## config.mk

```make
export PLATFORM = sky130hd
export DESIGN_NAME = time_sync_ctrl
export DESIGN_NICKNAME = d
export VERILOG_FILES = /design/src/rtl/time_sync_pkg.sv /design/src/rtl/sync_edge_det.sv /design/src/rtl/time_sync_ctrl.sv
export SDC_FILE = /design/constraint.sdc
export NUM_CORES = 1
export LEC_CHECK = 0
export CAP_MARGIN = 20
export CORE_MARGIN = 5
export CORE_UTILIZATION = 53
export CTS_CLUSTER_DIAMETER = 120
export CTS_CLUSTER_SIZE = 12
export DETAILED_ROUTE_END_ITERATION = 10
export PLACE_DENSITY_LB_ADDON = 0.12
export SYNTH_ARGS = -nofsm -noshare
export SYNTH_HDL_FRONTEND = slang
export SYNTH_SLANG_ARGS = --single-unit
export TNS_END_PERCENT = 10
```

## constraint.sdc

```tcl
create_clock -name CLK -period 3.37 [get_ports CLK]
set_input_delay 0.674 -clock CLK [delete_from_list [all_inputs] [get_ports CLK]]
set_output_delay 0.674 -clock CLK [all_outputs]
set_load 0.1 [all_outputs]
```

## src/rtl/time_sync_pkg.sv

```systemverilog
// Shared types and default sizing for the time synchronisation controller.
package time_sync_pkg;

  localparam int DEF_CNT_WIDTH = 64;
  localparam int DEF_US_CYCLE  = 512;

  typedef enum logic [1:0] {
    ST_WAIT_LOCK = 2'd0,
    ST_IDLE      = 2'd1,
    ST_ARMED     = 2'd2,
    ST_RUN       = 2'd3
  } state_e;

endpackage

```

## src/rtl/sync_edge_det.sv

```systemverilog
// Two-flop synchronizer with a third flop for rising-edge detection.
module sync_edge_det (
  input  logic clk_i,
  input  logic rst_i,
  input  logic d_i,
  output logic level_o,
  output logic rise_o
);

  logic s1_q, s2_q, s3_q;

  always_ff @(posedge clk_i) begin
    if (rst_i) begin
      s1_q <= 1'b0;
      s2_q <= 1'b0;
      s3_q <= 1'b0;
    end else begin
      s1_q <= d_i;
      s2_q <= s1_q;
      s3_q <= s2_q;
    end
  end

  // Both terms come straight from flops, so the pulse is glitch-free.
  assign level_o = s2_q;
  assign rise_o  = s2_q & ~s3_q;

endmodule

```

## src/rtl/time_sync_ctrl.sv

```systemverilog
// System time counter that loads an armed timestamp on the next SYNC0 edge
// and exposes the phase within the ultrasound period.
module time_sync_ctrl
  import time_sync_pkg::*;
#(
  parameter int CNT_WIDTH = DEF_CNT_WIDTH,
  parameter int US_CYCLE  = DEF_US_CYCLE,
  localparam int US_W     = $clog2(US_CYCLE)
) (
  input  logic                 CLK,
  input  logic                 RST,
  input  logic                 LOCKED,
  input  logic                 SYNC,
  input  logic [CNT_WIDTH-1:0] SYNC_TIME,
  input  logic                 SET_REQ,
  output logic                 SET_ACK,
  output logic [CNT_WIDTH-1:0] TIME_CNT,
  output logic [US_W-1:0]      US_CNT,
  output logic                 CYCLE_START,
  output logic                 RUNNING
);

  state_e               state_q, state_d;
  logic [CNT_WIDTH-1:0] time_q, time_d;
  logic [CNT_WIDTH-1:0] latch_q, latch_d;
  logic                 ack_q, ack_d;

  logic lock_s, lock_rise;
  logic sync_s, sync_rise;

  sync_edge_det u_lock_sync (
    .clk_i   (CLK),
    .rst_i   (RST),
    .d_i     (LOCKED),
    .level_o (lock_s),
    .rise_o  (lock_rise)
  );

  sync_edge_det u_sync_det (
    .clk_i   (CLK),
    .rst_i   (RST),
    .d_i     (SYNC),
    .level_o (sync_s),
    .rise_o  (sync_rise)
  );

  wire [CNT_WIDTH-1:0] time_inc = time_q + CNT_WIDTH'(1);

  always_ff @(posedge CLK) begin
    if (RST) begin
      state_q <= ST_WAIT_LOCK;
      time_q  <= '0;
      latch_q <= '0;
      ack_q   <= 1'b0;
    end else begin
      state_q <= state_d;
      time_q  <= time_d;
      latch_q <= latch_d;
      ack_q   <= ack_d;
    end
  end

  always_comb begin
    state_d = state_q;
    time_d  = time_q;
    latch_d = latch_q;
    ack_d   = 1'b0;
    case (state_q)
      // Synchronized LOCKED is always 0 the cycle before we sit here, so its
      // rise coincides exactly with the first cycle it reads 1.
      ST_WAIT_LOCK: begin
        time_d = '0;
        if (lock_rise) state_d = ST_IDLE;
      end
      ST_IDLE, ST_RUN: begin
        time_d = time_inc;
        if (SET_REQ) begin
          latch_d = SYNC_TIME;
          state_d = ST_ARMED;
        end
      end
      ST_ARMED: begin
        if (sync_rise) begin
          time_d  = latch_q;
          ack_d   = 1'b1;
          state_d = ST_RUN;
        end else begin
          time_d = time_inc;
        end
      end
      default: begin
        state_d = ST_WAIT_LOCK;
        time_d  = '0;
      end
    endcase
    // Lock loss overrides everything, including a coincident SYNC edge.
    if (!lock_s) begin
      state_d = ST_WAIT_LOCK;
      time_d  = '0;
      ack_d   = 1'b0;
    end
  end

  assign SET_ACK     = ack_q;
  assign TIME_CNT    = time_q;
  assign US_CNT      = time_q[US_W-1:0];
  assign RUNNING     = (state_q != ST_WAIT_LOCK);
  assign CYCLE_START = (US_CNT == '0) && RUNNING;

  logic unused_sync_level;
  assign unused_sync_level = sync_s;

endmodule

```

==> flow_metrics.tcl, run 1 <==
set metrics [dict create \
    outcome "complete, no violations" \
    fin_crit_ns 2.748 \
    post-route-period-util_pct 81.53 \
    fin_area_um2 7818 \
    synthCells 747 \
    synth.distinct_cells 44 \
    synth_area_per_cell_um2 7.981 \
    syn_area_um2 5962 \
    reg2reg_from "TIME_CNT[8]$_SDFF_PP0_" \
    dp_hpwl_mm 11.65 \
    powerDensity_nw_per_um2 445.7 \
    dpl-instance-area_um2 7277 \
    post_drt_wl_per_cell_um 16.17 \
    h-tree-depth 4 \
    fp.dieH_um 116.1 \
    finalPower_mw 3.484 \
    reg2reg_slack_ns 0.62 \
    rows 38 \
    top_usage_layer "met2" \
    gr-usage-met1_pct 29.62 \
    max_slew_margin_pct 44.35 \
    area_growth_syn_to_layout_pct 31.12 \
    worstSetupEndpointType "register" \
    crit_fanout 13 \
    synth-seq-cells 137 \
    critical_path_required_ns 3.66 \
    grt_pass1_wl_mm 26.82 \
    hold_start "u_lock_sync.s1_q$_SDFF_PP0_" \
    hold_violations 0 \
    hold_end "u_lock_sync.level_o$_SDFF_PP0_" \
    die_area_um2 13470 \
    final_net_count 942 \
    ys_seq_area_share_pct 46.00 \
    initial_core_util_pct 54.52 \
    finClkSkew_ns 0.009825 \
    cts_hold_buffers 0 \
    layout-drive-gt1-share_pct 14.61 \
    grtUsageMet3_pct 8.198 \
    crit_type "register to register" \
    place_ws_ns 0.6908 \
    max_slew.worst_pin.slew_ns 0.8286 \
    holdPathStages 1 \
    synth-edff-count 0 \
    insertion_delay_ns 0.42 \
    leakagePower_nw 2.803 \
    setup_viol 0 \
    async_reset_ff_share_pct 0 \
    drv_slew 0 \
    hold_path_class "register to register" \
    crit_path_start_kind "register" \
    ant_nets 0 \
    drc 0 \
    rsz0062_at_grt "false" \
    antenna_found_initial 0 \
    cts_made_buffers 17 \
    grt_use_met2_pct 42.65 \
    maxCapViolCount 0 \
    synth_ff_type "dfxtp_1" \
    place_congestion 0.8567 \
    grt_pass1_vias 5676 \
    ff2ff_path_depth 6 \
    crit_arrival_ns 3.04 \
    instances_no_fill 1023 \
    drt_first_pass_iters 5 \
    die-width_um 116.1 \
    fmax_ghz 0.3639 \
    setup_tns_ns 0 \
    yosysWarnings 0 \
    hold_slack_ns 0.4471 \
    placed_cells 992 \
    ir_worst_vdd_uv 487.8 \
    cts_tree "built" \
    cts_resized 0 \
    num_antenna_cells 0 \
    routed_via_density 5.596 \
    grt_max_degree 70 \
    ctsRootBufferMaster "clkbuf_16" \
    clock_path_buffers 2 \
    worst_slack_ns 0.6223 \
    coreArea_um2 10940 \
    cts_sinks 137 \
    track_usage_pct 25.01 \
    clk_pin_slew_ns 0.06 \
    boundaryPins 145 \
    drt_iter0_markers 390 \
    fin_util_pct 71.49 \
    synthesis.nets 818 \
    grt.overflow.total 0 \
    portBuffers 144 \
    wirelength_mm 16.54 \
    vias 5725 \
    post_cts_buffers 0 \
    r2r_end "TIME_CNT[53]$_SDFF_PP0_" \
]
## layer usage
layer | share of wire [%] | vias to the layer above | routed length [µm]
li1 | - | 2793 | -
met1 | 41 | 2720 | 6729
met2 | 50 | 181 | 8234
met3 | 7.6 | 31 | 1251
met4 | 1.9 | 0 | 322
met5 | 0 | - | 0
## cells by family after synthesis
kind of cell	synth area share [%]
fa+ha+maj	0.4197
xor+xnor	8.080
simple gates	27.20
buf+inv	4.281
flops	46.00
compound gates	14.02
## worst max-delay path, stage by stage (launching register included)
cell and delay, ns:
dfxtp_1 0.46, nand3_2 0.16, or4_4 0.62, nor4_4 0.71
a31oi_1 0.24, o31ai_1 0.31, a21oi_1 0.11
## cells in the mapped netlist (2+ instances only)
cell / n / area, µm²
nand2_1: 210 / 788.3
dfxtp_1: 137 / 2743
a21oi_1: 70 / 350.3
o21ai_0: 55 / 275.3
xor2_1: 40 / 350.3
clkbuf_1: 34 / 127.6
nand4_1: 28 / 175.2
nand3_1: 21 / 105.1
nor2_1: 20 / 75.07
xnor2_1: 15 / 131.4
and3_1: 10 / 62.56
buf_4: 10 / 75.07
nor3_1: 10 / 50.05
and2_1: 9 / 56.30
inv_1: 9 / 33.78
nor2b_1: 8 / 50.05
and4_1: 7 / 61.31
nor4_1: 7 / 43.79
o21ai_1: 5 / 25.02
a31oi_1: 4 / 25.02
o31a_1: 3 / 26.28
o31ai_1: 3 / 22.52
or2_2: 3 / 18.77
or4_1: 3 / 22.52
a22o_1: 2 / 17.52
a31o_2: 2 / 17.52
buf_1: 2 / 7.510
ha_1: 2 / 25.02
nor4_4: 2 / 42.54
o21a_1: 2 / 15.01
## layout make-up
cell class	instances	area [µm²]
Fill cell	889	3118
Tap cell	140	175.2
Sequential cell	137	2743
Timing Repair Buffer	152	1339
Multi-Input combinational cell	554	2987
Clock inverter	8	72.57
Clock buffer	23	467.9
Inverter	9	33.78
## sequential cells by signal, indices dropped and copies added, names as in the netlist
name / cells
u_sync_det.level_o: 1
u_lock_sync.s1_q: 1
u_sync_det.s1_q: 1
SET_ACK: 1
u_sync_det.s3_q: 1
u_lock_sync.level_o: 1
latch_q: 64
TIME_CNT: 64
u_lock_sync.s3_q: 1
state_q: 2
## report_power, final
| group | total [mW] | leakage [nW] | internal [mW] | switching (mW) |
|---|---|---|---|---|
| Combinational | 0.128 | 1.44 | 0.0805 | 0.0478 |
| Sequential | 1.64 | 1.11 | 1.63 | 0.00655 |
| Clock | 1.72 | 0.259 | 1.04 | 0.674 |
| Total | 3.48 | 2.80 | 2.76 | 0.728 |
## how the worst max path moves through the flow
| stage | from | endpoint | slack (ns) | cells past startpoint |
|---|---|---|---|---|
| after floorplan | TIME_CNT[8]$_SDFF_PP0_ | TIME_CNT[48]$_SDFF_PP0_ | 0.42 | 7 |
| after global placement | TIME_CNT[8]$_SDFF_PP0_ | TIME_CNT[48]$_SDFF_PP0_ | 0.76 | 6 |
| after detailed placement | TIME_CNT[8]$_SDFF_PP0_ | TIME_CNT[53]$_SDFF_PP0_ | 0.69 | 6 |
| after CTS | TIME_CNT[8]$_SDFF_PP0_ | TIME_CNT[53]$_SDFF_PP0_ | 0.68 | 6 |
| after global routing | TIME_CNT[8]$_SDFF_PP0_ | TIME_CNT[50]$_SDFF_PP0_ | 0.47 | 6 |
| final | TIME_CNT[8]$_SDFF_PP0_ | TIME_CNT[53]$_SDFF_PP0_ | 0.62 | 6 |
## placed cells by master, fill, tap and decap left out, drive strengths merged, types with 3 or more instances in the layout
cell type | netlist | final
or2 | 3 | 3
a21oi | 70 | 70
clkinvlp | 0 | 3
nor2b | 8 | 8
dfxtp | 137 | 137
nand4 | 28 | 28
nor3 | 11 | 11
nor2 | 21 | 21
xnor2 | 15 | 15
and4 | 7 | 7
buf | 13 | 85
inv | 9 | 9
nand3 | 22 | 22
clkbuf | 34 | 23
and3 | 11 | 11
or4 | 4 | 4
o21ai | 60 | 60
o31ai | 3 | 3
clkdlybuf4s50 | 0 | 67
a31oi | 4 | 4
nand2 | 210 | 210
nor4 | 9 | 9
o31a | 3 | 3
xor2 | 40 | 40
clkinv | 0 | 4
and2 | 9 | 9
Power figures use the tool's default switching activity.
==> run 2, diff against run 1 <==
Settings changed: CORE_UTILIZATION 53 to 45.
Clock period 3.37 ns to 2.3 ns, I/O delays scaled along.
==> run 2 against run 1 <==
Net effect: global-route usage fell by 3.6 points; clock power rose by 69%; utilization fell by 9.1 points; clock-buffer cell count fell by 3; sequential cell count did not move; die area rose by 16%; power rose by 57%; non-clock buffer count rose by 14.
==> flow_metrics.tcl, run 2 (synthesized netlist as in run 1, its figures left out) <==
set metrics [dict create \
    outcome "complete, no violations" \
    portBuffers 144 \
    path_cells "nand3_2, or4_4, nor4_4, buf_12, a41oi_4, o311ai_2, o21ai_1" \
    cts_hold_buffers 0 \
    fin_crit_ns 2.191 \
    drc 0 \
    rsz0062_at_grt "false" \
    num_antenna_cells 0 \
    dp_hpwl_mm 12.10 \
    post-route-period-util_pct 95.25 \
    cts_tree "built" \
    drt_iter0_markers 465 \
    drv_slew 0 \
    crit_arrival_ns 2.47 \
    place_congestion 0.8511 \
    post_cts_buffers 0 \
    hold_path_class "register to register" \
    fin_util_pct 62.39 \
    setup_viol 0 \
    coreArea_um2 13140 \
    ctsRootBufferMaster "clkbuf_16" \
    hold_violations 0 \
    cp_slowest_cell "or4_4" \
    maxCapViolCount 0 \
    max_slew_margin_pct 50.17 \
    antenna_found_initial 0 \
    ir_worst_vdd_uv 719.1 \
    critPathMaxStageDelay_ns 0.59 \
    grt.overflow.total 0 \
    finalPower_mw 5.472 \
    finClkSkew_ns 0.007234 \
    crit_fanout 11 \
    die_area_um2 15650 \
    cts_made_buffers 17 \
    post_drt_wl_per_cell_um 15.71 \
    crit_path_start_kind "register" \
    powerDensity_nw_per_um2 667.6 \
    area_growth_syn_to_layout_pct 37.48 \
    fp.dieH_um 125.1 \
    layout-drive-gt1-share_pct 21.16 \
    clock_path_buffers 2 \
    grt_pass1_vias 5521 \
    grt_max_degree 70 \
    vias 5637 \
    h-tree-depth 4 \
    worstSetupEndpointType "register" \
    clk_pin_slew_ns 0.06 \
    initial_core_util_pct 45.38 \
    track_usage_pct 21.46 \
    routed_via_density 5.249 \
    wirelength_mm 16.88 \
    worst_slack_ns 0.1091 \
    rows 42 \
    ant_nets 0 \
    setup_tns_ns 0 \
    die-width_um 125.1 \
    insertion_delay_ns 0.42 \
    grt_pass1_wl_mm 27.61 \
    cts_sinks 137 \
    drt_first_pass_iters 6 \
    final_common_cell "nand2_1" \
    final_net_count 956 \
    crit_type "register to register" \
    boundaryPins 145 \
    place_ws_ns 0.04972 \
    critical_path_required_ns 2.58 \
    leakagePower_nw 2.944 \
    cts_resized 0 \
    most-common-layout-cells "nand2_1, buf_4, dfxtp_1" \
    max_slew.worst_pin.slew_ns 0.7474 \
    fmax_ghz 0.4564 \
]
run 2: path summary, 6_finish.rpt:
check | startpoint | endpoint | slack [ns] | depth (start not counted)
setup / recovery | TIME_CNT[10]$_SDFF_PP0_ | TIME_CNT[48]$_SDFF_PP0_ | 0.11 | 7
hold / removal | u_lock_sync.s1_q$_SDFF_PP0_ | u_lock_sync.level_o$_SDFF_PP0_ | 0.44 | 1
setup reg to reg | TIME_CNT[10]$_SDFF_PP0_ | TIME_CNT[48]$_SDFF_PP0_ | 0.11 | 7
hold reg to reg | u_lock_sync.s1_q$_SDFF_PP0_ | u_lock_sync.level_o$_SDFF_PP0_ | 0.44 | 1
run 2: power breakdown:
part / total [mW] / switching, mW / internal (mW)
Clock: 2.90 / 0.977 / 1.93
Combinational: 0.192 / 0.0715 / 0.120
Sequential: 2.38 / 0.00955 / 2.37
Total: 5.47 / 1.06 / 4.41
run 2: worst max-delay path: cells and delay by family (launching register included):
kind                   cells  cell delay (ns)
AOI/OAI and AO/OA          3             0.49
buffers and inverters      1             0.18
and+or+nand+nor            3             1.00
DFF                        1             0.37
run 2: final cells by class:
cell class	instances	area [µm²]
Clock inverter	12	178.9
Sequential cell	137	2856
Timing Repair Buffer	166	1461
Multi-Input combinational cell	554	2999
Inverter	9	33.78
Fill cell	1142	4941
Tap cell	176	220.2
Clock buffer	20	446.7
run 2: stage by stage:
stage / hold WS (ns) / area, µm² / instances
finish: 0.4405 / 8197 / 1074
global route: 0.4594 / 8197 / 1074
CTS: 0.4459 / 8189 / 1074
detailed placement: 0.4325 / 7564 / 1042
global placement: 0.4157 / 7564 / 1042
floorplan: 0.4138 / 6081 / 747
run 2: routing by layer:
layer	track usage, %	up-vias	wire length (µm)
met4	6.122	0	178
met1	25.45	2651	7137
met5	0	-	0
li1	-	2819	-
met3	7.420	15	1113
met2	36.95	152	8447
